## src/rtl/alu_pkg.sv

```systemverilog
// Shared types and constants for the ALU sequencing front-end.
package alu_pkg;

  localparam int WIDTH     = 16;
  localparam int MUL_ITERS = 16;
  localparam int CNT_W     = 5;

  localparam int FLAG_V = 2;
  localparam int FLAG_N = 1;
  localparam int FLAG_Z = 0;

  typedef enum logic [1:0] {
    ALU_ADD = 2'b00,
    ALU_SUB = 2'b01,
    ALU_AND = 2'b10,
    ALU_NOT = 2'b11
  } alu_op_t;

  typedef enum logic [2:0] {
    REQ_ADD  = 3'b000,
    REQ_SUB  = 3'b001,
    REQ_AND  = 3'b010,
    REQ_NOT  = 3'b011,
    REQ_CMP  = 3'b100,
    REQ_MUL  = 3'b101,
    REQ_RSV6 = 3'b110,
    REQ_RSV7 = 3'b111
  } req_op_t;

  typedef enum logic [2:0] {
    COND_AL = 3'b000,
    COND_EQ = 3'b001,
    COND_NE = 3'b010,
    COND_LT = 3'b011,
    COND_GE = 3'b100,
    COND_MI = 3'b101,
    COND_VS = 3'b110,
    COND_NV = 3'b111
  } cond_t;

  typedef enum logic [1:0] {
    ST_IDLE = 2'b00,
    ST_MUL  = 2'b01,
    ST_RESP = 2'b10
  } ctrl_state_t;

  // CMP is a SUB whose result is only interesting for its flags.
  function automatic alu_op_t map_op(input req_op_t op);
    case (op)
      REQ_SUB, REQ_CMP: return ALU_SUB;
      REQ_AND:          return ALU_AND;
      REQ_NOT:          return ALU_NOT;
      default:          return ALU_ADD;
    endcase
  endfunction

endpackage

```

## src/rtl/alu_cond_eval.sv

```systemverilog
// Branch condition evaluation from the committed {V,N,Z} flags.
module alu_cond_eval
  import alu_pkg::*;
(
  input  logic [2:0] flags,
  input  logic [2:0] cond,
  output logic       cond_true
);

  logic v, n, z;

  assign v = flags[FLAG_V];
  assign n = flags[FLAG_N];
  assign z = flags[FLAG_Z];

  always_comb begin
    cond_true = 1'b0;
    case (cond_t'(cond))
      COND_AL: cond_true = 1'b1;
      COND_EQ: cond_true = z;
      COND_NE: cond_true = ~z;
      COND_LT: cond_true = n ^ v;
      COND_GE: cond_true = ~(n ^ v);
      COND_MI: cond_true = n;
      COND_VS: cond_true = v;
      default: cond_true = 1'b0;
    endcase
  end

endmodule

```

## src/rtl/alu_ctrl.sv

```systemverilog
// Request/response sequencer around the 4-op ALU: flags register, CMP,
// and a 16-iteration shift-add unsigned MUL that reuses the ALU adder.
module alu_ctrl
  import alu_pkg::*;
(
  input  logic             clk,
  input  logic             rst,
  input  logic             req_valid,
  output logic             req_ready,
  input  logic [2:0]       req_op,
  input  logic [WIDTH-1:0] req_a,
  input  logic [WIDTH-1:0] req_b,
  input  logic             req_setflags,
  output logic             rsp_valid,
  input  logic             rsp_ready,
  output logic [WIDTH-1:0] rsp_result,
  output logic [2:0]       rsp_flags,
  output logic [WIDTH-1:0] alu_a,
  output logic [WIDTH-1:0] alu_b,
  output logic [1:0]       alu_op,
  input  logic [WIDTH-1:0] alu_out,
  input  logic [2:0]       alu_status,
  output logic [2:0]       flags,
  input  logic [2:0]       cond,
  output logic             cond_true
);

  ctrl_state_t      state_q, state_d;
  logic [WIDTH-1:0] acc_q, acc_d;
  logic [WIDTH-1:0] mcand_q, mcand_d;
  logic [WIDTH-1:0] mplier_q, mplier_d;
  logic [CNT_W-1:0] cnt_q, cnt_d;
  logic             setf_q, setf_d;
  logic [WIDTH-1:0] rsp_result_q, rsp_result_d;
  logic [2:0]       rsp_flags_q, rsp_flags_d;
  logic [2:0]       flags_q, flags_d;
  logic [2:0]       mul_flags;
  alu_op_t          alu_op_e;
  req_op_t          op;

  assign op = req_op_t'(req_op);

  always_comb begin
    state_d      = state_q;
    acc_d        = acc_q;
    mcand_d      = mcand_q;
    mplier_d     = mplier_q;
    cnt_d        = cnt_q;
    setf_d       = setf_q;
    rsp_result_d = rsp_result_q;
    rsp_flags_d  = rsp_flags_q;
    flags_d      = flags_q;
    mul_flags    = 3'b000;
    req_ready    = 1'b0;
    alu_a        = '0;
    alu_b        = '0;
    alu_op_e     = ALU_ADD;

    case (state_q)
      ST_IDLE: begin
        req_ready = 1'b1;
        alu_a     = req_a;
        alu_b     = req_b;
        alu_op_e  = map_op(op);
        if (req_valid) begin
          case (op)
            REQ_MUL: begin
              mcand_d  = req_a;
              mplier_d = req_b;
              acc_d    = '0;
              cnt_d    = '0;
              setf_d   = req_setflags;
              state_d  = ST_MUL;
            end
            REQ_RSV6, REQ_RSV7: begin
              rsp_result_d = '0;
              rsp_flags_d  = 3'b000;
              state_d      = ST_RESP;
            end
            default: begin
              rsp_result_d = alu_out;
              rsp_flags_d  = alu_status;
              if (req_setflags || op == REQ_CMP) flags_d = alu_status;
              state_d = ST_RESP;
            end
          endcase
        end
      end

      ST_MUL: begin
        alu_a    = acc_q;
        alu_b    = mplier_q[0] ? mcand_q : '0;
        acc_d    = alu_out;
        mcand_d  = mcand_q << 1;
        mplier_d = mplier_q >> 1;
        cnt_d    = cnt_q + 1'b1;
        // The adder's overflow means nothing for a truncated product.
        mul_flags = {1'b0, alu_out[WIDTH-1], alu_out == '0};
        if (cnt_q == CNT_W'(MUL_ITERS - 1)) begin
          rsp_result_d = alu_out;
          rsp_flags_d  = mul_flags;
          if (setf_q) flags_d = mul_flags;
          state_d = ST_RESP;
        end
      end

      ST_RESP: begin
        if (rsp_ready) state_d = ST_IDLE;
      end

      default: state_d = ST_IDLE;
    endcase
  end

  always_ff @(posedge clk or posedge rst) begin
    if (rst) begin
      state_q      <= ST_IDLE;
      acc_q        <= '0;
      mcand_q      <= '0;
      mplier_q     <= '0;
      cnt_q        <= '0;
      setf_q       <= 1'b0;
      rsp_result_q <= '0;
      rsp_flags_q  <= 3'b000;
      flags_q      <= 3'b000;
    end else begin
      state_q      <= state_d;
      acc_q        <= acc_d;
      mcand_q      <= mcand_d;
      mplier_q     <= mplier_d;
      cnt_q        <= cnt_d;
      setf_q       <= setf_d;
      rsp_result_q <= rsp_result_d;
      rsp_flags_q  <= rsp_flags_d;
      flags_q      <= flags_d;
    end
  end

  assign rsp_valid  = (state_q == ST_RESP);
  assign rsp_result = rsp_result_q;
  assign rsp_flags  = rsp_flags_q;
  assign flags      = flags_q;
  assign alu_op     = alu_op_e;

  alu_cond_eval u_cond (
    .flags     (flags_q),
    .cond      (cond),
    .cond_true (cond_true)
  );

endmodule

```

## config.mk

```make
export PLATFORM = sky130hd
export DESIGN_NAME = alu_ctrl
export DESIGN_NICKNAME = d
export VERILOG_FILES = /design/src/rtl/alu_pkg.sv /design/src/rtl/alu_cond_eval.sv /design/src/rtl/alu_ctrl.sv
export SDC_FILE = /design/constraint.sdc
export NUM_CORES = 1
export LEC_CHECK = 0
export CORE_UTILIZATION = 42
export CTS_CLUSTER_SIZE = 28
export DETAILED_ROUTE_END_ITERATION = 10
export GPL_TIMING_DRIVEN = 0
export PLACE_DENSITY = 0.84
export RECOVER_POWER = 25
export SLEW_MARGIN = 20
export SYNTH_ARGS = -nofsm -noshare
export SYNTH_HDL_FRONTEND = slang
export SYNTH_HIERARCHICAL = 1
export SYNTH_SLANG_ARGS = --single-unit
```

## constraint.sdc

```tcl
create_clock -name clk -period 2.8 [get_ports clk]
set_input_delay 0.7 -clock clk [delete_from_list [all_inputs] [get_ports clk]]
set_output_delay 0.7 -clock clk [all_outputs]
set_load 0.02 [all_outputs]
```

==> run summary, run 1 <==
Post-DP HPWL = 8.92 mm
Post-DRT Antenna Nets = 0
worst-skew pair later-pin latency = 360 ps
Die Y = 98.5 um
DRT iter0 DRCs = 227
largest net degree at the start of global routing = 47
total CTS buffers = 9
worst slew pin tran = 1420 ps
final wirelength = 11.7 mm
Hold Path Stages = 2
post-synthesis instance area = 3910 um2
Seq/Total Area, Yosys = 50.0%
# setup viols final = 0
Hold Buf Count CTS = 0
peak supply drop = 415 uV
violated checks = design-rule violations
CP required = 2100 ps
Tot Pwr = 4.66 mW
final net count = 612
CP arrival = 1990 ps
Row Count = 34
Mean Syn Cell Area = 9.35 um2
global-route wire length before repair = 18.9 mm
post-layout util = 60.9%
CTS tree = built
crit path time final = 2690 ps
Post-Syn Instances = 418
setup bufs post-CTS = 0
Area Growth Syn to Fin = 37.9%
Root Buffer Master = clkbuf_8
Worst Hold Class = register to register
vias = 3756
Crit Path Max Fanout = 9
vias per cell = 5.68
WHS Endpoint = mplier_q[7]$_DFFE_PP0P_
die width = 98.5 um
initial antenna violation count = 0
Pwr Density = 865 nW/um2
Setup CP Type = register to primary output
Max-Cap Viols = 0
Max transition margin = 4.77%
Initial Utilization = 44.2%
grt ovf = 0
routed len/inst = 17.7 um
max-slew violation count = 0
R2R Path End = rsp_result[5]$_DFFE_PP0P_
final routed DRC violation total = 7
final setup TNS = 0 ps
H-tree Lvls = 3
flops & latches, synth = 78
fraction of registers with async set/reset = 100%
layout cells sized above 1 = 11.2%
Leak = 2.51 nW
min-delay src = mplier_q[7]$_DFFE_PP0P_
Clock Sinks = 78
synthesized net count = 482
FILL cells = 765
Core Region = 8850 um2
final hold violation count = 0
cells on worst reg2reg path = 8
I/O Buffers = 119
Tot GR Track Use = 25.1%
Netlist cell types = 37
Synth Warn # = 6
R2R Setup Slk = 770 ps
number of synthesized flops with an enable pin = 0
diode count = 0
clock slew at the register clock pins of the worst setup and hold paths = 80 ps
Die ar. = 9690 um2
CP startpoint kind = register
vias in the first global route = 3779
Clock Tree Buf Depth = 2
CP endpoint kind = primary output
GP Congestion = 0.898
Synth Flop Type = dfrtp_1
outcome = complete, but fails checks
placed cells = 646
Initial DRT Pass Iterations = 8
Clock Skews = 6.28 ps
RSZ-0062 raised after global routing = no
RR Startpoint = cnt_q[0]$_DFFE_PP0P_
Tcrit/Tclk final = 96.0%
num ports = 121
fmax = 372 MHz
Layout Cells excl Fill = 661
[logic make-up (layout without fill, tap and decap cells)]
kind of cell / Yosys count / count (layout) / share of synthesized area, %
AO/OA/AOI/OAI: 135 / 135 / 22.5
AND/OR/NAND/NOR: 145 / 145 / 17.1
adder cells (fa/ha/maj): 2 / 2 / 0.640
buffers and inverters: 38 / 173 / 4.58
multiplexers: 19 / 19 / 4.96
XOR/XNOR: 1 / 1 / 0.224
flip-flops: 78 / 78 / 50.0
[worst max-delay path: stages (launching register included)]
cell	delay [ps]
dfrtp_1	360
buf_4	170
nor2b_1	130
buf_4	180
and2_2	270
a22o_1	200
dlygate4sd2_1	320
[layout make-up]
type	count	area [um2]	share of cell area [%]
Sequential cell	78	1950	36.2
Clock buffer	9	124	2.30
Inverter	4	16.3	0.302
Tap cell	108	135	2.51
Multi-Input combinational cell	302	1790	33.2
Clock inverter	7	75.1	1.39
Buffer	33	181	3.37
Timing Repair Buffer	120	1110	20.7
[worst max-delay path by stage]
stage | from | end | slack [ps] | cells past startpoint
2_1_floorplan | rst | acc_q[0]$_DFFE_PP0P_ | 100 | 1
3_3_place_gp | rst | flags[2]$_DFFE_PP0P_ | -1070 | 2
3_5_place_dp | cond[0] | cond_true | -200 | 6
4_1_cts | state_q[0]$_DFFE_PP0P_ | alu_b[14] | -50 | 8
5_1_grt | rst | acc_q[5]$_DFFE_PP0P_ | 50 | 3
6_report | state_q[0]$_DFFE_PP0P_ | alu_b[4] | 110 | 6
[cells in the final DEF (no fill, tap or decap), types with 7 or more instances in the layout]
cell type	netlist	final
clkbuf_1	15	10
o21ai_0	48	48
nor2_1	21	20
a22o_1	33	33
clkdlybuf4s50_1	0	83
nand2_1	78	78
buf_2	11	19
dfrtp_1	78	78
clkbuf_8	0	9
a22oi_1	15	15
a21oi_1	23	23
buf_4	6	8
dlygate4sd2_1	0	23
nor2b_1	20	18
mux2i_1	16	16
o21ai_1	7	7
[per-layer routing]
layer	track usage, %	up-vias	wire [um]
met5	0	-	0
met4	11.5	0	315
met3	4.68	26	923
met2	39.4	184	5530
met1	34.0	1803	4950
li1	-	1743	-
[cells in the mapped netlist (4+ instances only)]
| cell | count | area, um2 |
|---|---|---|
| a22oi_1 | 15 | 113 |
| nor2b_1 | 20 | 125 |
| mux2i_1 | 16 | 160 |
| nor2_1 | 21 | 78.8 |
| a22o_1 | 33 | 289 |
| buf_4 | 6 | 45.0 |
| dfrtp_1 | 78 | 1950 |
| clkbuf_1 | 15 | 56.3 |
| inv_1 | 4 | 15.0 |
| nand2_1 | 78 | 293 |
| a21oi_1 | 23 | 115 |
| o21ai_0 | 48 | 240 |
| buf_2 | 11 | 55.1 |
| and3_1 | 5 | 31.3 |
| o21ai_1 | 7 | 35.0 |
| nor4_1 | 4 | 25.0 |
[flip-flops by register name, summed over array words and instances (netlist names)]
name        flops
setf_q          1
rsp_flags       3
flags           3
cnt_q           5
rsp_result     16
mplier_q       16
state_q         2
acc_q          16
mcand_q        16
[metrics by stage]
stage | setup slack (ps) | hold WS [ps] | cell area [um2]
floorplan | 105 | 442 | 3910
global placement | -1070 | 462 | 5230
detailed placement | -203 | 470 | 5260
CTS | -53.0 | 489 | 5410
global route | 46.2 | 499 | 5390
finish | 112 | 483 | 5390
[where the power goes]
part | switching (mW) | internal (mW) | total [mW]
clock | 0.445 | 0.413 | 0.858
combinational | 0.997 | 0.832 | 1.83
sequential | 0.374 | 1.60 | 1.98
[what timing repair did]
item	CTS	global route
gates resized for setup	77	9
endpoints found under the setup margin	36	17
cloned	0	0
Note: power is estimated with default switching activity, not from simulation.
==> inputs of run 2 (changes only) <==
CORE_UTILIZATION = 47   (was 42)
PLACE_DENSITY = 0.88   (was 0.84)
clock period = 2.51 ns   (was 2.8 ns; I/O delays follow)
==> run 2 against run 1 <==
Against the previous run: routed wire length up 2.4%; the flow now finishes without violations; sequential power is 11% higher; flip-flop and latch count unchanged; power up 9.9%; setup slack worse by 98 ps; final cell count is 0.15% lower; via count is 3.3% higher; critical path depth stayed put; global-route usage increased by 3.1 points; clock power down 4.5%; die area fell by 10%; sequential share of layout area fell by 0.32 points.
==> run summary, run 2 (synthesized netlist as in run 1, its figures left out) <==
Post-DP HPWL = 8.95 mm (+0.34%)
setup slack after layout = 14.0 ps (-97.9 ps)
Die Y = 93.2 um (-5.4%)
GP Congestion = 0.850 (-5.3%)
Worst Hold Class = register to register
H-tree Lvls = 3 (unchanged)
global-route wire length before repair = 18.8 mm (-0.55%)
vias in the first global route = 3839 (+1.6%)
post-layout util = 68.9% (+8.0 points)
layout cells sized above 1 = 14.7% (+3.5 points)
Area Growth Syn to Fin = 39.1%
worst slew pin tran = 999 ps (-422 ps)
Tot Pwr = 5.12 mW (+9.9%)
final wirelength = 12.0 mm (+2.4%)
Tot GR Track Use = 28.2% (+3.1 points)
max-slew violation count = 0 (unchanged)
Setup CP Type = register to primary output
fmax = 401 MHz
RSZ-0062 raised after global routing = yes
final routed DRC violation total = 0 (-7)
routed len/inst = 18.2 um (+2.6%)
final net count = 617 (+0.82%)
Initial DRT Pass Iterations = 5 (-3)
Post-DRT Antenna Nets = 0 (unchanged)
Max transition margin = 33.0% (+28 points)
critical path's largest stage delay = 380 ps (+20 ps)
Clock Skews = 11.1 ps (+4.83 ps)
CP arrival = 1870 ps (-120 ps)
Max-Cap Viols = 0 (unchanged)
worst-skew pair later-pin latency = 350 ps (about the same)
die width = 93.2 um (-5.4%)
Clock Sinks = 78 (unchanged)
Core Region = 7890 um2 (-11%)
vias per cell = 5.88 (+3.5%)
commonest non-fill, non-tap cell in the layout = clkdlybuf4s50_1
worst slack, placed = -412 ps (-209 ps)
CTS tree = built
Crit Path Max Fanout = 10 (+1)
# setup viols final = 0 (unchanged)
Tcrit/Tclk final = 99.4%
initial antenna violation count = 0 (unchanged)
Row Count = 32 (-5.9%)
I/O Buffers = 119 (unchanged)
Initial Utilization = 49.5% (+5.4 points)
clock slew at the register clock pins of the worst setup and hold paths = 80 ps (about the same)
vias = 3880 (+3.3%)
CP startpoint kind = register
worst hold slack = 482 ps (-0.673 ps)
CP endpoint kind = primary output
critical path, cell by cell = buf_6 > clkbuf_2 > nor2b_1 > a21oi_1 > nor2_1 > clkdlybuf4s15_1
Root Buffer Master = clkbuf_8
most frequent cells in the layout = clkdlybuf4s50_1 (79), dfrtp_1 (78), nand2_1 (77), o21ai_0 (48), a22o_1 (33)
crit path time final = 2500 ps
Hold Buf Count CTS = 0 (unchanged)
Die ar. = 8680 um2 (-10%)
peak supply drop = 440 uV (+6.1%)
Leak = 2.54 nW (+1.1%)
DRT iter0 DRCs = 308 (+36%)
outcome = finished clean
diode count = 0 (unchanged)
Pwr Density = 942 nW/um2 (+8.9%)
Clock Tree Buf Depth = 2 (unchanged)
final hold violation count = 0 (unchanged)
grt ovf = 0 (unchanged)
largest net degree at the start of global routing = 37 (-21%)
CP required = 1880 ps (-220 ps)
total CTS buffers = 9 (unchanged)
num ports = 121 (unchanged)
Slowest-stage cell, CP = dfrtp_1
-- run 2: path summary, 6_finish.rpt --
kind	start	end	slack, ps	cells after the start
hold / removal	rsp_result[10]$_DFFE_PP0P_	rsp_result[10]$_DFFE_PP0P_	480	2
hold reg to reg	rsp_result[10]$_DFFE_PP0P_	rsp_result[10]$_DFFE_PP0P_	480	2
min in group asynchronous	rst	mplier_q[6]$_DFFE_PP0P_	890	2
max in group asynchronous	rst	rsp_flags[0]$_DFFE_PP0P_	330	3
setup reg to reg	cnt_q[0]$_DFFE_PP0P_	rsp_flags[1]$_DFFE_PP0P_	490	8
setup / recovery	state_q[0]$_DFFE_PP0P_	alu_a[12]	10	6
-- run 2: critical path: cells and delay by family, from the launching register on --
kind,cells,cell delay [ps]
buf+inv,3,700
simple gates,2,370
flops,1,380
compound gates,1,60
-- run 2: layout make-up --
cell class / instances / area [um2]
tap: 102 / 128
clock inverter: 6 / 38.8
multi-input combinational: 302 / 1810
sequential: 78 / 1950
buffer: 33 / 205
timing repair buffer: 125 / 1160
fill: 592 / 2450
clock buffer: 10 / 128
inverter: 4 / 16.3
-- run 2: repair_timing --
action / 4_1_cts / 5_1_grt
setup buffers: 0 / 3
pin swaps: 1 / 0
endpoints found under the setup margin: 37 / 30
gates cloned: 0 / 1
resized for setup: 98 / 30
-- run 2: stage by stage --
step	TNS, ps	instance area (um2)	instances
floorplan	0	3910	418
global placement	-7690	5230	639
detailed placement	-8740	5280	641
CTS	0	5410	656
global route	-157	5440	660
finish	0	5440	660
-- run 2: where the power goes --
group	leakage, nW	internal (mW)	switching [mW]	total [mW]
Combinational	1.47	0.953	1.15	2.10
Clock	0.0820	0.355	0.464	0.819
Sequential	0.986	1.79	0.412	2.20
Total	2.54	3.10	2.03	5.12
-- run 2: routing by layer --
layer  track usage (%)  part of all wire [%]  up-vias
met5                 0                     0        -
met4              12.8                   2.6        0
met1              37.5                    43     1885
li1                  -                     -     1750
met2              45.8                    47      214
met3              3.82                   7.0       31
